### config.mk
export PLATFORM = sky130hd
export DESIGN_NAME = multi_edge_det_flat
export DESIGN_NICKNAME = d
export VERILOG_FILES = /design/src/rtl/edge_det_pkg.sv /design/src/rtl/multi_edge_det_if.sv /design/src/rtl/edge_det_chan.sv /design/src/rtl/multi_edge_det.sv /design/src/flat_wrapper.sv
export SDC_FILE = /design/constraint.sdc
export NUM_CORES = 1
export LEC_CHECK = 0
export CORE_UTILIZATION = 30
export CTS_CLUSTER_SIZE = 16
export DETAILED_ROUTE_END_ITERATION = 16
export GPL_TIMING_DRIVEN = 0
export REMOVE_ABC_BUFFERS = 1
export SLEW_MARGIN = 15
export SYNTH_ARGS = -nofsm -noshare
export SYNTH_HDL_FRONTEND = slang
export SYNTH_SLANG_ARGS = --single-unit
### constraint.sdc
create_clock -name clk -period 1.7 [get_ports clk]
set_clock_uncertainty 0.2 [all_clocks]
set_input_delay 0.17 -clock clk [delete_from_list [all_inputs] [get_ports clk]]
set_output_delay 0.17 -clock clk [all_outputs]
set_load 0.02 [all_outputs]
### src/rtl/edge_det_pkg.sv
// edge_det_pkg: edge-select mode codes and helpers shared by the edge detector files
package edge_det_pkg;
  localparam logic [1:0] EDGE_OFF  = 2'b00;
  localparam logic [1:0] EDGE_RISE = 2'b01;
  localparam logic [1:0] EDGE_FALL = 2'b10;
  localparam logic [1:0] EDGE_BOTH = 2'b11;

  function automatic int clog2(input int v);
    int r = 0;
    for (int i = 0; i < 31; i++) if ((1 << i) < v) r = i + 1;
    return r;
  endfunction

  function automatic logic evt_sel(input logic [1:0] mode, input logic rise, input logic fall);
    return mode == EDGE_OFF ? 1'b0 : mode == EDGE_RISE ? rise : mode == EDGE_FALL ? fall : rise | fall;
  endfunction
endpackage

### src/rtl/multi_edge_det_if.sv
// multi_edge_det_if: per-channel inputs and edge/event outputs of multi_edge_det
interface multi_edge_det_if #(parameter int CH = 4);
  logic [CH-1:0]   din;
  logic [2*CH-1:0] edge_mode;
  logic [CH-1:0]   clr;
  logic [CH-1:0]   level;
  logic [CH-1:0]   pos_edge;
  logic [CH-1:0]   neg_edge;
  logic [CH-1:0]   any_edge;
  logic [CH-1:0]   evt;
  logic            irq;
  modport master(output din, edge_mode, clr, input level, pos_edge, neg_edge, any_edge, evt, irq);
  modport slave(input din, edge_mode, clr, output level, pos_edge, neg_edge, any_edge, evt, irq);
endinterface

### src/rtl/edge_det_chan.sv
// edge_det_chan: one channel - synchroniser, stable-count glitch filter, registered edge pulses
module edge_det_chan
  import edge_det_pkg::*;
#(
  parameter int SYNC_STAGES = 2,
  parameter int FILTER_LEN  = 4
) (
  input  logic clk,
  input  logic rst_n,
  input  logic i_din,
  output logic o_level,
  output logic o_pos,
  output logic o_neg,
  output logic o_any,
  output logic o_rise_nxt,
  output logic o_fall_nxt
);
  localparam int CW = clog2(FILTER_LEN + 1);
  localparam logic [CW-1:0] LAST = CW'(FILTER_LEN - 1);

  logic [SYNC_STAGES-1:0] r_sync;
  logic [CW-1:0]          r_cnt;
  logic                   r_level, r_level_d, r_pos, r_neg;
  logic                   w_sync_out, w_diff, w_accept;

  assign w_sync_out = r_sync[SYNC_STAGES-1];
  assign w_diff     = w_sync_out != r_level;
  assign w_accept   = w_diff && r_cnt == LAST;
  assign o_rise_nxt = ~r_level_d & r_level;
  assign o_fall_nxt = r_level_d & ~r_level;

  always_ff @(posedge clk) begin
    if (!rst_n) begin
      r_sync    <= '0;
      r_cnt     <= '0;
      r_level   <= 1'b0;
      r_level_d <= 1'b0;
      r_pos     <= 1'b0;
      r_neg     <= 1'b0;
    end else begin
      r_sync    <= SYNC_STAGES'({r_sync, i_din});
      r_cnt     <= (!w_diff || w_accept) ? '0 : r_cnt + 1'b1;
      r_level   <= w_accept ? w_sync_out : r_level;
      r_level_d <= r_level;
      r_pos     <= o_rise_nxt;
      r_neg     <= o_fall_nxt;
    end
  end

  assign o_level = r_level;
  assign o_pos   = r_pos;
  assign o_neg   = r_neg;
  assign o_any   = r_pos | r_neg;
endmodule

### src/rtl/multi_edge_det.sv
// multi_edge_det: CH-channel filtered edge detector with mode-selected events; EDGE_STICKY_EN adds sticky pending bits behind irq
module multi_edge_det
  import edge_det_pkg::*;
#(
  parameter int CH          = 4,
  parameter int SYNC_STAGES = 2,
  parameter int FILTER_LEN  = 4
) (
  input logic            clk,
  input logic            rst_n,
  multi_edge_det_if.slave bus
);
  logic [CH-1:0] w_level, w_pos, w_neg, w_any, w_rise, w_fall, w_evt_nxt;
  logic [CH-1:0] r_evt;
  logic          r_irq, w_irq_nxt;

  for (genvar i = 0; i < CH; i++) begin : g_ch
    edge_det_chan #(.SYNC_STAGES(SYNC_STAGES), .FILTER_LEN(FILTER_LEN)) u_chan (
      .clk        (clk),
      .rst_n      (rst_n),
      .i_din      (bus.din[i]),
      .o_level    (w_level[i]),
      .o_pos      (w_pos[i]),
      .o_neg      (w_neg[i]),
      .o_any      (w_any[i]),
      .o_rise_nxt (w_rise[i]),
      .o_fall_nxt (w_fall[i])
    );
    // mode is applied to the pre-register edge so evt lines up with pos/neg
    assign w_evt_nxt[i] = evt_sel(bus.edge_mode[2*i +: 2], w_rise[i], w_fall[i]);
  end

`ifdef EDGE_STICKY_EN
  logic [CH-1:0] r_pend;
  always_ff @(posedge clk) begin
    if (!rst_n) r_pend <= '0;
    else r_pend <= r_evt | (r_pend & ~bus.clr);
  end
  assign w_irq_nxt = |r_pend;
`else
  assign w_irq_nxt = |r_evt;
`endif

  always_ff @(posedge clk) begin
    if (!rst_n) begin
      r_evt <= '0;
      r_irq <= 1'b0;
    end else begin
      r_evt <= w_evt_nxt;
      r_irq <= w_irq_nxt;
    end
  end

  assign bus.level    = w_level;
  assign bus.pos_edge = w_pos;
  assign bus.neg_edge = w_neg;
  assign bus.any_edge = w_any;
  assign bus.evt      = r_evt;
  assign bus.irq      = r_irq;
endmodule

### src/flat_wrapper.sv
// flat-port wrapper written by rule: the top's interface ports become plain ports
module multi_edge_det_flat import edge_det_pkg::*;
#(
  parameter int CH          = 4,
  parameter int SYNC_STAGES = 2,
  parameter int FILTER_LEN  = 4
)
  (clk, rst_n, bus_din, bus_edge_mode, bus_clr, bus_level, bus_pos_edge, bus_neg_edge, bus_any_edge, bus_evt, bus_irq);
  multi_edge_det_if #(.CH(CH)) bus_i ();
  input logic clk;
  input logic rst_n;
  input wire logic [$bits(bus_i.din)-1:0] bus_din;
  input wire logic [$bits(bus_i.edge_mode)-1:0] bus_edge_mode;
  input wire logic [$bits(bus_i.clr)-1:0] bus_clr;
  output wire logic [$bits(bus_i.level)-1:0] bus_level;
  output wire logic [$bits(bus_i.pos_edge)-1:0] bus_pos_edge;
  output wire logic [$bits(bus_i.neg_edge)-1:0] bus_neg_edge;
  output wire logic [$bits(bus_i.any_edge)-1:0] bus_any_edge;
  output wire logic [$bits(bus_i.evt)-1:0] bus_evt;
  output wire logic [$bits(bus_i.irq)-1:0] bus_irq;
  assign bus_i.din = bus_din;
  assign bus_i.edge_mode = bus_edge_mode;
  assign bus_i.clr = bus_clr;
  assign bus_level = bus_i.level;
  assign bus_pos_edge = bus_i.pos_edge;
  assign bus_neg_edge = bus_i.neg_edge;
  assign bus_any_edge = bus_i.any_edge;
  assign bus_evt = bus_i.evt;
  assign bus_irq = bus_i.irq;
  multi_edge_det #(.CH(CH), .SYNC_STAGES(SYNC_STAGES), .FILTER_LEN(FILTER_LEN)) u_core (.clk(clk), .rst_n(rst_n), .bus(bus_i));
endmodule
Yosys cells after proc, flatten, opt, wreduce, memory -nomap -nowiden:

Index checks and enable logic that the tools add are counted.

* add/sub/neg operators: 4
* multipliers: 0
* div/mod/pow operators: 0
* magnitude comparators: 0
* eq/ne operators: 16
* shift-type cells: 0
* mux-type cells: 8
* bitwise operators: 25
* reduce and logical (&&, ||, !) cells: 25

Operators with widths (count)
* $reduce_or 2->1: 8
* $add 3x1->3 const B: 4
* $eq 3x2->1 const B: 4
* $not 1->1: 9
* $and 1x1->1: 8
* $eq 2x1->1 const B: 4
* $eq 2x2->1 const B: 4
* $logic_not 2->1: 4
* $mux 1: 8
* $or 1x1->1: 8
* $logic_and 1x1->1: 4
* $logic_not 1->1: 4
* $logic_or 1x1->1: 4
* $ne 1x1->1: 4
* $reduce_or 4->1: 1

* register bits after elaboration: 41
* latch bits: 0
* bits in writable memories: 0
* ROM bits: 0
* input port bits: 18
* output and inout bits: 21
* memories kept: 0

Longest topological paths before layout:

Gate-level depths: netlist of run 1.

* depth in word-level cells: 5
* depth in mapped cells: 4

By module:

Synthesis of run 1 repeated with hierarchy kept, for this count alone.

* cells, all modules: 118
* area, all modules: 1427.6 um^2

Modules (own cells, without submodules)
* edge_det_chan: instances 4, cells an instance 26, area each 315.3 um^2
* multi_edge_det: instances 1, cells an instance 14, area each 166.4 um^2

Worst setup path before layout of run 1:

No wires, ideal clock.

* kind: flip-flop to flip-flop
* start point: register u_core.g_ch[2].u_chan.r_level
* end point: register u_core.r_evt[2] (netlist: u_core.bus.evt[2])
* arrival time: 1.060 ns
* required time: 1.412 ns
* slack: 0.352 ns
* cell stages (with the launch flop): 5
* path buffers: 0
* cell sequence: dfxtp_1 -> inv_1 -> ha_1 -> nand2b_1 -> a311oi_2

* word-level cells in the longest chain between the ends: 5
* elaborated cells on any way between the ends: 6
* those cells by class: 2 x mux; 4 x bitwise

RTL lines
* start, declared: RTL line edge_det_chan.sv:23 `logic r_level, r_level_d, r_pos, r_neg;`
* start signal, assigned: RTL line edge_det_chan.sv:43 `r_level <= w_accept ? w_sync_out : r_level;`
* $not 1->1: RTL line edge_det_chan.sv:30 `assign o_fall_nxt = r_level_d & ~r_level;`
* $and 1x1->1: RTL line edge_det_chan.sv:30
* $or 1x1->1: RTL line edge_det_pkg.sv:15 `return mode == EDGE_OFF ? 1'b0 : mode == EDGE_RISE ? rise : mode == EDGE_FALL ? fall : rise | fall;`
* $mux 1: RTL line edge_det_pkg.sv:15
* $mux 1 *: RTL line edge_det_pkg.sv:15
* end signal, assigned: RTL line multi_edge_det.sv:49 `r_evt <= w_evt_nxt;`
* end, declared: RTL line multi_edge_det.sv:14 `logic [CH-1:0] r_evt;`

Every way passes the cells marked *; elsewhere a longest branch is shown, timed or not.
A chain may end at the register's enable or synchronous reset.

Worst setup path in the final report of run 1:

* start point: register u_core.r_evt[2] (netlist: u_core.bus.evt[2])
* end point: output port bus_evt[2]

RTL lines
* end, declared: RTL line flat_wrapper.sv:19 `output wire logic [$bits(bus_i.evt)-1:0] bus_evt;`

No word-level cell between the ends.

==> impl_metrics.csv, run 1 <==
group,metric,value,unit
outcome,status,"complete, no violations",
route,post-route-drc-count,0,
die,dieArea,5900,um^2
placement,dp.final_hpwl,1.80,mm
clock_network,postCtsSetupBuffers,0,
critical_path,reg2regPathDepth,4,
route,drt-initial-drc-count,27,
placement,portBuffers,34,
synthesis,ys_types,23,
critical_path,cp.required,1.33,ns
die,start_util,32.0,%
route,ant_nets,0,
cells_and_area,design_area,2030,um^2
critical_path,reg2reg_slack,0.18,ns
critical_path,startpoint_type,"flip-flop",
clock_network,root_buffer,"clkbuf_8",
critical_path,cpPeakStageDelay,0.61,ns
route,vias,1019,
global_routing,grt-ovfl-total,0,
global_routing,grt_pass1_wl,4.20,mm
sta,post-route-min-period,1.62,ns
placement,place_area,1960,um^2
route,wire_per_inst,9.45,um
critical_path,reg2reg_from,"u_core.g_ch[3].u_chan.o_level",
die,die_h,76.8,um
cells_and_area,final_cell_mix,"dfxtp_1 (41), clkdlybuf4s50_1 (25), ha_1 (16)",
clock_network,cts_tree,"yes",
die,fp-row-count,26,
synthesis,ys_ff_latch,41,
cells_and_area,nNetsFinal,216,
synthesis,syn_inst,160,
critical_path,slowest_stage,"clkdlybuf4s50_1",
critical_path,endpoint_kind,"output pin",
global_routing,first_global_vias,1012,
sta,setup_viol,0,
cells_and_area,antenna_cells,0,
critical_path,cp.arrival,1.25,ns
clock_network,cts_num_sinks,41,
global_routing,grt_usage,9.20,%
critical_path,crit_chain,"clkdlybuf4s50_1",
power_and_ir_drop,p_leak,0.812,nW
power_and_ir_drop,p_per_area,823,nW/um^2
die,io_pins,39,
synthesis,ys_warn_count,0,
worst_hold_path,hold_path_class,"reg -> reg",
route,wl,2.39,mm
sta,max_freq,0.617,GHz
cells_and_area,final_util,38.7,%
placement,gp_congestion,0.690,
critical_path,path_buf_inv,1,
clock_network,cts.path.max_buffers,2,
sta,finalHoldViolCount,0,
global_routing,antenna_found_initial,0,
clock_network,postCtsHoldBufs,0,
critical_path,cp.depth,1,
route,firstDrtPassIters,4,
cells_and_area,syn_to_final_growth,20.8,%
clock_network,clock_latency,0.29,ns
sta,rsz0062_at_grt,"no",
synthesis,mappedNetlistArea,1680,um^2
die,die_w,76.8,um
cells_and_area,drive_above_1_share,9.29,%
sta,slew_headroom,51.4,%
clock_network,numCtsBuffers,5,
critical_path,crit_type,"reg -> out",
global_routing,grt_start_max_net_pins,24,
critical_path,critPathCapture,"bus_evt[2]",
critical_path,reg2reg_to,"u_core.bus.evt[3]",
job,maxCapViolCount,0,
power_and_ir_drop,power,0.00167,W
critical_path,crit_path_start,"u_core.bus.evt[2]",
clock_network,cts_resized,9,
cells_and_area,fill_cells,545,
die,coreArea,5240,um^2
route,vias_per_cell,4.03,
sta,drv_slew,0,
power_and_ir_drop,ir_drop,298,uV
synthesis,avgSynthCellArea,10.5,um^2
clock_network,clk_pin_slew,0.07,ns
synthesis,ys_seq_area_share,48.9,%
sta,tightest_slew,0.729,ns
critical_path,cp_max_fo,2,
cells_and_area,mostFrequentLayoutCell,"dfxtp_1",
sta,period_share,95.4,%
clock_network,htree_levels,2,
critical_path,path_delay_family,"buffers and inverters",
==> worst register-to-register path: stages (launching register included) <==
cell and delay [ns]:
dfxtp_1 0.42, inv_1 0.09, ha_1 0.28, nand2b_1 0.14, a311oi_1 0.29
==> synthesized netlist by cell type <==
library cell / number / share of area (%)
a21oi_1: 3 / 0.89
a311oi_1: 2 / 1.0
nor4_1: 1 / 0.37
mux2i_1: 4 / 2.4
ha_1: 16 / 12
nor3_1: 8 / 2.4
clkbuf_2: 1 / 0.30
or2_2: 4 / 1.5
nand2_1: 1 / 0.22
o31ai_1: 1 / 0.45
xnor2_1: 4 / 2.1
a311oi_2: 1 / 0.89
buf_4: 16 / 7.2
nor2_1: 10 / 2.2
inv_1: 12 / 2.7
dfxtp_1: 41 / 49
nand2b_1: 10 / 3.7
inv_4: 1 / 0.37
nor3b_1: 4 / 1.8
and2_1: 11 / 4.1
buf_6: 2 / 1.3
and2_2: 6 / 2.7
nand4b_1: 1 / 0.52
==> routing by layer <==
metal / up-vias / wire (um) / GRT usage [%]
met2: 29 / 1030 / 14.9
met1: 443 / 1170 / 10.3
li1: 542 / - / -
met4: 0 / 38 / 4.62
met3: 5 / 150 / 3.81
met5: - / 0 / 0
==> layout make-up <==
type / instances / area, um^2 / share of cell area (%)
clock buffer: 8 / 80.1 / 3.95
sequential: 41 / 821 / 40.5
tap: 70 / 87.6 / 4.32
multi-input combinational: 87 / 658 / 32.5
inverter: 13 / 51.3 / 2.53
timing repair buffer: 34 / 329 / 16.2
==> cell families (layout without fill, tap and decap cells) <==
family	after synthesis	in the layout	share of synthesized area, %
xor gates and xnor gates	4	4	2.09
and+or+nand+nor	56	56	19.5
AOI/OAI and AO/OA	7	7	3.28
adders and majority gates	16	16	11.9
muxes	4	4	2.39
DFF	41	41	48.9
buffers and inverters	32	55	11.9
==> worst min-delay path by stage <==
stage,startpoint,to,slack (ns),cells after the start
floorplan,bus_edge_mode[0],u_core.bus.evt[0],0.08,1
finish,u_core.g_ch[0].u_chan.r_cnt[0],u_core.g_ch[0].u_chan.r_cnt[0],0.23,1
global route,u_core.g_ch[2].u_chan.r_cnt[0],u_core.g_ch[2].u_chan.r_cnt[0],0.26,1
CTS,u_core.g_ch[3].u_chan.r_sync[0],u_core.g_ch[3].u_chan.r_sync[1],0.24,1
detailed placement,u_core.g_ch[3].u_chan.r_sync[0],u_core.g_ch[3].u_chan.r_sync[1],0.22,1
global placement,u_core.g_ch[2].u_chan.r_sync[0],u_core.g_ch[2].u_chan.r_sync[1],0.21,1
==> report_power, final <==
group / total [W] / internal, W / switching, W
clock: 0.000593 / 0.000291 / 0.000302
combinational: 0.0000910 / 0.0000512 / 0.0000398
sequential: 0.000984 / 0.000977 / 0.00000707
total: 0.00167 / 0.00132 / 0.000349
==> flip-flops by register name, indices dropped and copies added (netlist names) <==
name	count
u_core.g_ch.u_chan.r_sync	8
u_core.bus.irq	1
u_core.bus.evt	4
u_core.g_ch.u_chan.o_level	4
u_core.g_ch.u_chan.r_cnt	12
u_core.g_ch.u_chan.o_neg	4
u_core.g_ch.u_chan.o_pos	4
u_core.g_ch.u_chan.r_level_d	4
==> through the flow <==
step	TNS, ns	instances	worst slack (ns)	hold slack (ns)
2_1_floorplan	0	141	0.204	0.0797
3_3_place_gp	-3.76	245	-0.315	0.215
3_5_place_dp	-3.82	245	-0.311	0.219
4_1_cts	0	253	0.0581	0.237
5_1_grt	0	253	0.00954	0.263
6_report	0	253	0.0782	0.231
(Power assumes the default switching activity.)
==> inputs of run 2 (changes only) <==
Settings changed: CORE_UTILIZATION 30 to 25, CTS_CLUSTER_SIZE 16 to 30.
==> run 2 against run 1 <==
Against the previous run: the run now ends with DRC left; clock power up 0.7%; global-route usage down 1.3 points; maximum frequency down 0.52%; utilization down 7.0 points; flip-flop and latch count unchanged; hold slack about the same; critical path type unchanged; final cell count up 2.8%; first-iteration DRC count down 15%.
==> impl_metrics.csv, run 2 (same netlist as run 1, synthesis figures left out) <==
group,metric,value,unit
outcome,status,"finished, violations left",
outcome,violations,"DRC",
sta,period_share,95.9,%
global_routing,grt_usage,7.89,%
sta,hold_ws,0.231,ns
power_and_ir_drop,ir_drop,511,uV
power_and_ir_drop,p_leak,0.818,nW
cells_and_area,drive_above_1_share,10.4,%
critical_path,cp.required,1.33,ns
sta,rsz0062_at_grt,"no",
global_routing,grt_start_max_net_pins,24,
route,wire_per_inst,9.44,um
die,start_util,26.1,%
clock_network,postCtsSetupBuffers,0,
critical_path,endpoint_kind,"output pin",
power_and_ir_drop,p_clk_share,35.7,%
critical_path,slowest_stage,"clkdlybuf4s50_1",
sta,finalSetupTns,0,ns
clock_network,cts_num_sinks,41,
die,die_w,83.9,um
clock_network,cts_tree,"yes",
critical_path,reg2reg_from,"u_core.g_ch[0].u_chan.o_level",
critical_path,cpPeakStageDelay,0.61,ns
power_and_ir_drop,p_per_area,821,nW/um^2
die,io_pins,39,
clock_network,clk_pin_slew,0.07,ns
sta,slew_headroom,49.8,%
power_and_ir_drop,p_sw,0.000362,W
global_routing,first_global_vias,960,
power_and_ir_drop,p_int,0.00131,W
route,drt-initial-drc-count,23,
clock_network,cts.path.max_buffers,2,
sta,post-route-min-period,1.63,ns
sta,finalHoldViolCount,0,
route,vias,1032,
power_and_ir_drop,seq_power_share,58.8,%
cells_and_area,final_cell_mix,"dfxtp_1 (41), clkdlybuf4s50_1 (25), ha_1 (16)",
critical_path,reg2reg_slack,0.19,ns
global_routing,grt_pass1_wl,4.28,mm
critical_path,path_buf_inv,1,
sta,max_freq,0.613,GHz
die,coreArea,6420,um^2
critical_path,reg2regPathDepth,4,
clock_network,htree_levels,2,
clock_network,clock_latency,0.29,ns
job,maxCapViolCount,0,
route,wl_met1,1.17,mm
route,wl_met2,1.08,mm
cells_and_area,mostFrequentLayoutCell,"dfxtp_1",
route,vias_per_cell,3.97,
route,met3_length,150,um
sta,setup_viol,0,
die,dieArea,7040,um^2
power_and_ir_drop,power_frac_comb,5.5,%
placement,portBuffers,34,
route,maxUsedRoutingLayer,"met4",
critical_path,cp_max_fo,2,
global_routing,grt-ovfl-total,0,
cells_and_area,nNetsFinal,216,
critical_path,reg2reg_to,"u_core.bus.evt[0]",
route,ant_nets,0,
placement,dp.final_hpwl,1.86,mm
route,firstDrtPassIters,10,
cells_and_area,largest_registers,"u_core.g_ch.u_chan.r_cnt x12, u_core.g_ch.u_chan.r_sync x8",
worst_hold_path,worstHoldStart,"u_core.g_ch[3].u_chan.r_cnt[0]",
clock_network,numCtsBuffers,5,
route,post-route-drc-count,3,
critical_path,cp.arrival,1.26,ns
die,fp-row-count,29,
critical_path,startpoint_type,"flip-flop",
critical_path,path_delay_family,"buffers and inverters",
cells_and_area,regMostFlops,"u_core.g_ch.u_chan.r_cnt",
worst_hold_path,hold_path_class,"reg -> reg",
sta,drv_slew,0,
route,wl,2.45,mm
cells_and_area,syn_to_final_growth,21.5,%
critical_path,crit_chain,"clkdlybuf4s50_1",
power_and_ir_drop,switching_share,21.6,%
critical_path,crit_type,"reg -> out",
global_routing,antenna_found_initial,0,
cells_and_area,fill_cells,668,
cells_and_area,antenna_cells,0,
placement,gp_congestion,0.719,
die,die_h,83.9,um
worst_hold_path,min_to,"u_core.g_ch[3].u_chan.r_cnt[0]",
cells_and_area,largest_reg_flops,12,
clock_network,root_buffer,"clkbuf_8",
worst_hold_path,hold_depth,1,
cells_and_area,final_util,31.7,%
sta,tightest_slew,0.752,ns
## run 2: cell count changes in the layout (fill, tap and decap cells not counted), sizes merged
| cell | previous run | this run |
|---|---|---|
| clkbuf | 8 | 6 |
| clkinv | 0 | 2 |
## run 2: through the flow
step                      setup WS [ns]  instance area [um^2]  instances  total power (W)
after detailed placement         -0.333                  1970        252          0.00110
final                            0.0697                  2040        260          0.00167
after global placement           -0.306                  1970        252          0.00110
after CTS                        0.0310                  2040        260          0.00171
after floorplan                   0.204                  1530        141          0.00104
after global routing             0.0171                  2040        260          0.00176
## run 2: repair_timing
action,CTS,global route
resized for setup,9,0
hold endpoints to repair,0,0
setup endpoints to repair,9,0
hold buffers,0,0
## run 2: power by group through the flow
stage          Sequential [W]  Combinational (W)  Clock, W
6_report             0.000984          0.0000925  0.000597
5_1_grt              0.000986           0.000103  0.000668
3_5_place_dp          0.00101          0.0000956         0
4_1_cts              0.000985          0.0000953  0.000633
2_1_floorplan         0.00101          0.0000308         0
3_3_place_gp          0.00101          0.0000945         0
## run 2: how the worst max path moves through the flow
stage                                              from           endpoint  slack, ns  depth (start not counted)
after floorplan           u_core.g_ch[2].u_chan.o_level  u_core.bus.evt[2]       0.20                          4
after global placement                            rst_n  u_core.bus.evt[0]      -0.31                          3
after detailed placement                          rst_n  u_core.bus.evt[0]      -0.33                          3
after CTS                             u_core.bus.evt[2]         bus_evt[2]       0.03                          1
after global routing                  u_core.bus.evt[3]         bus_evt[3]       0.02                          1
final                                 u_core.bus.evt[1]         bus_evt[1]       0.07                          1
## run 2: cell type report
class | count | area [um^2] | share of cell area (%)
Inverter | 13 | 51.3 | 2.52
Clock inverter | 2 | 10.0 | 0.491
Timing Repair Buffer | 34 | 329 | 16.1
Sequential cell | 41 | 821 | 40.3
Clock buffer | 6 | 72.6 | 3.56
Tap cell | 77 | 96.3 | 4.73
Multi-Input combinational cell | 87 | 658 | 32.3
## run 2: routing by layer
metal,up-vias,GRT usage (%)
met4,0,4.23
met3,8,3.26
met5,-,0
met1,449,9.39
met2,31,12.1
li1,544,-
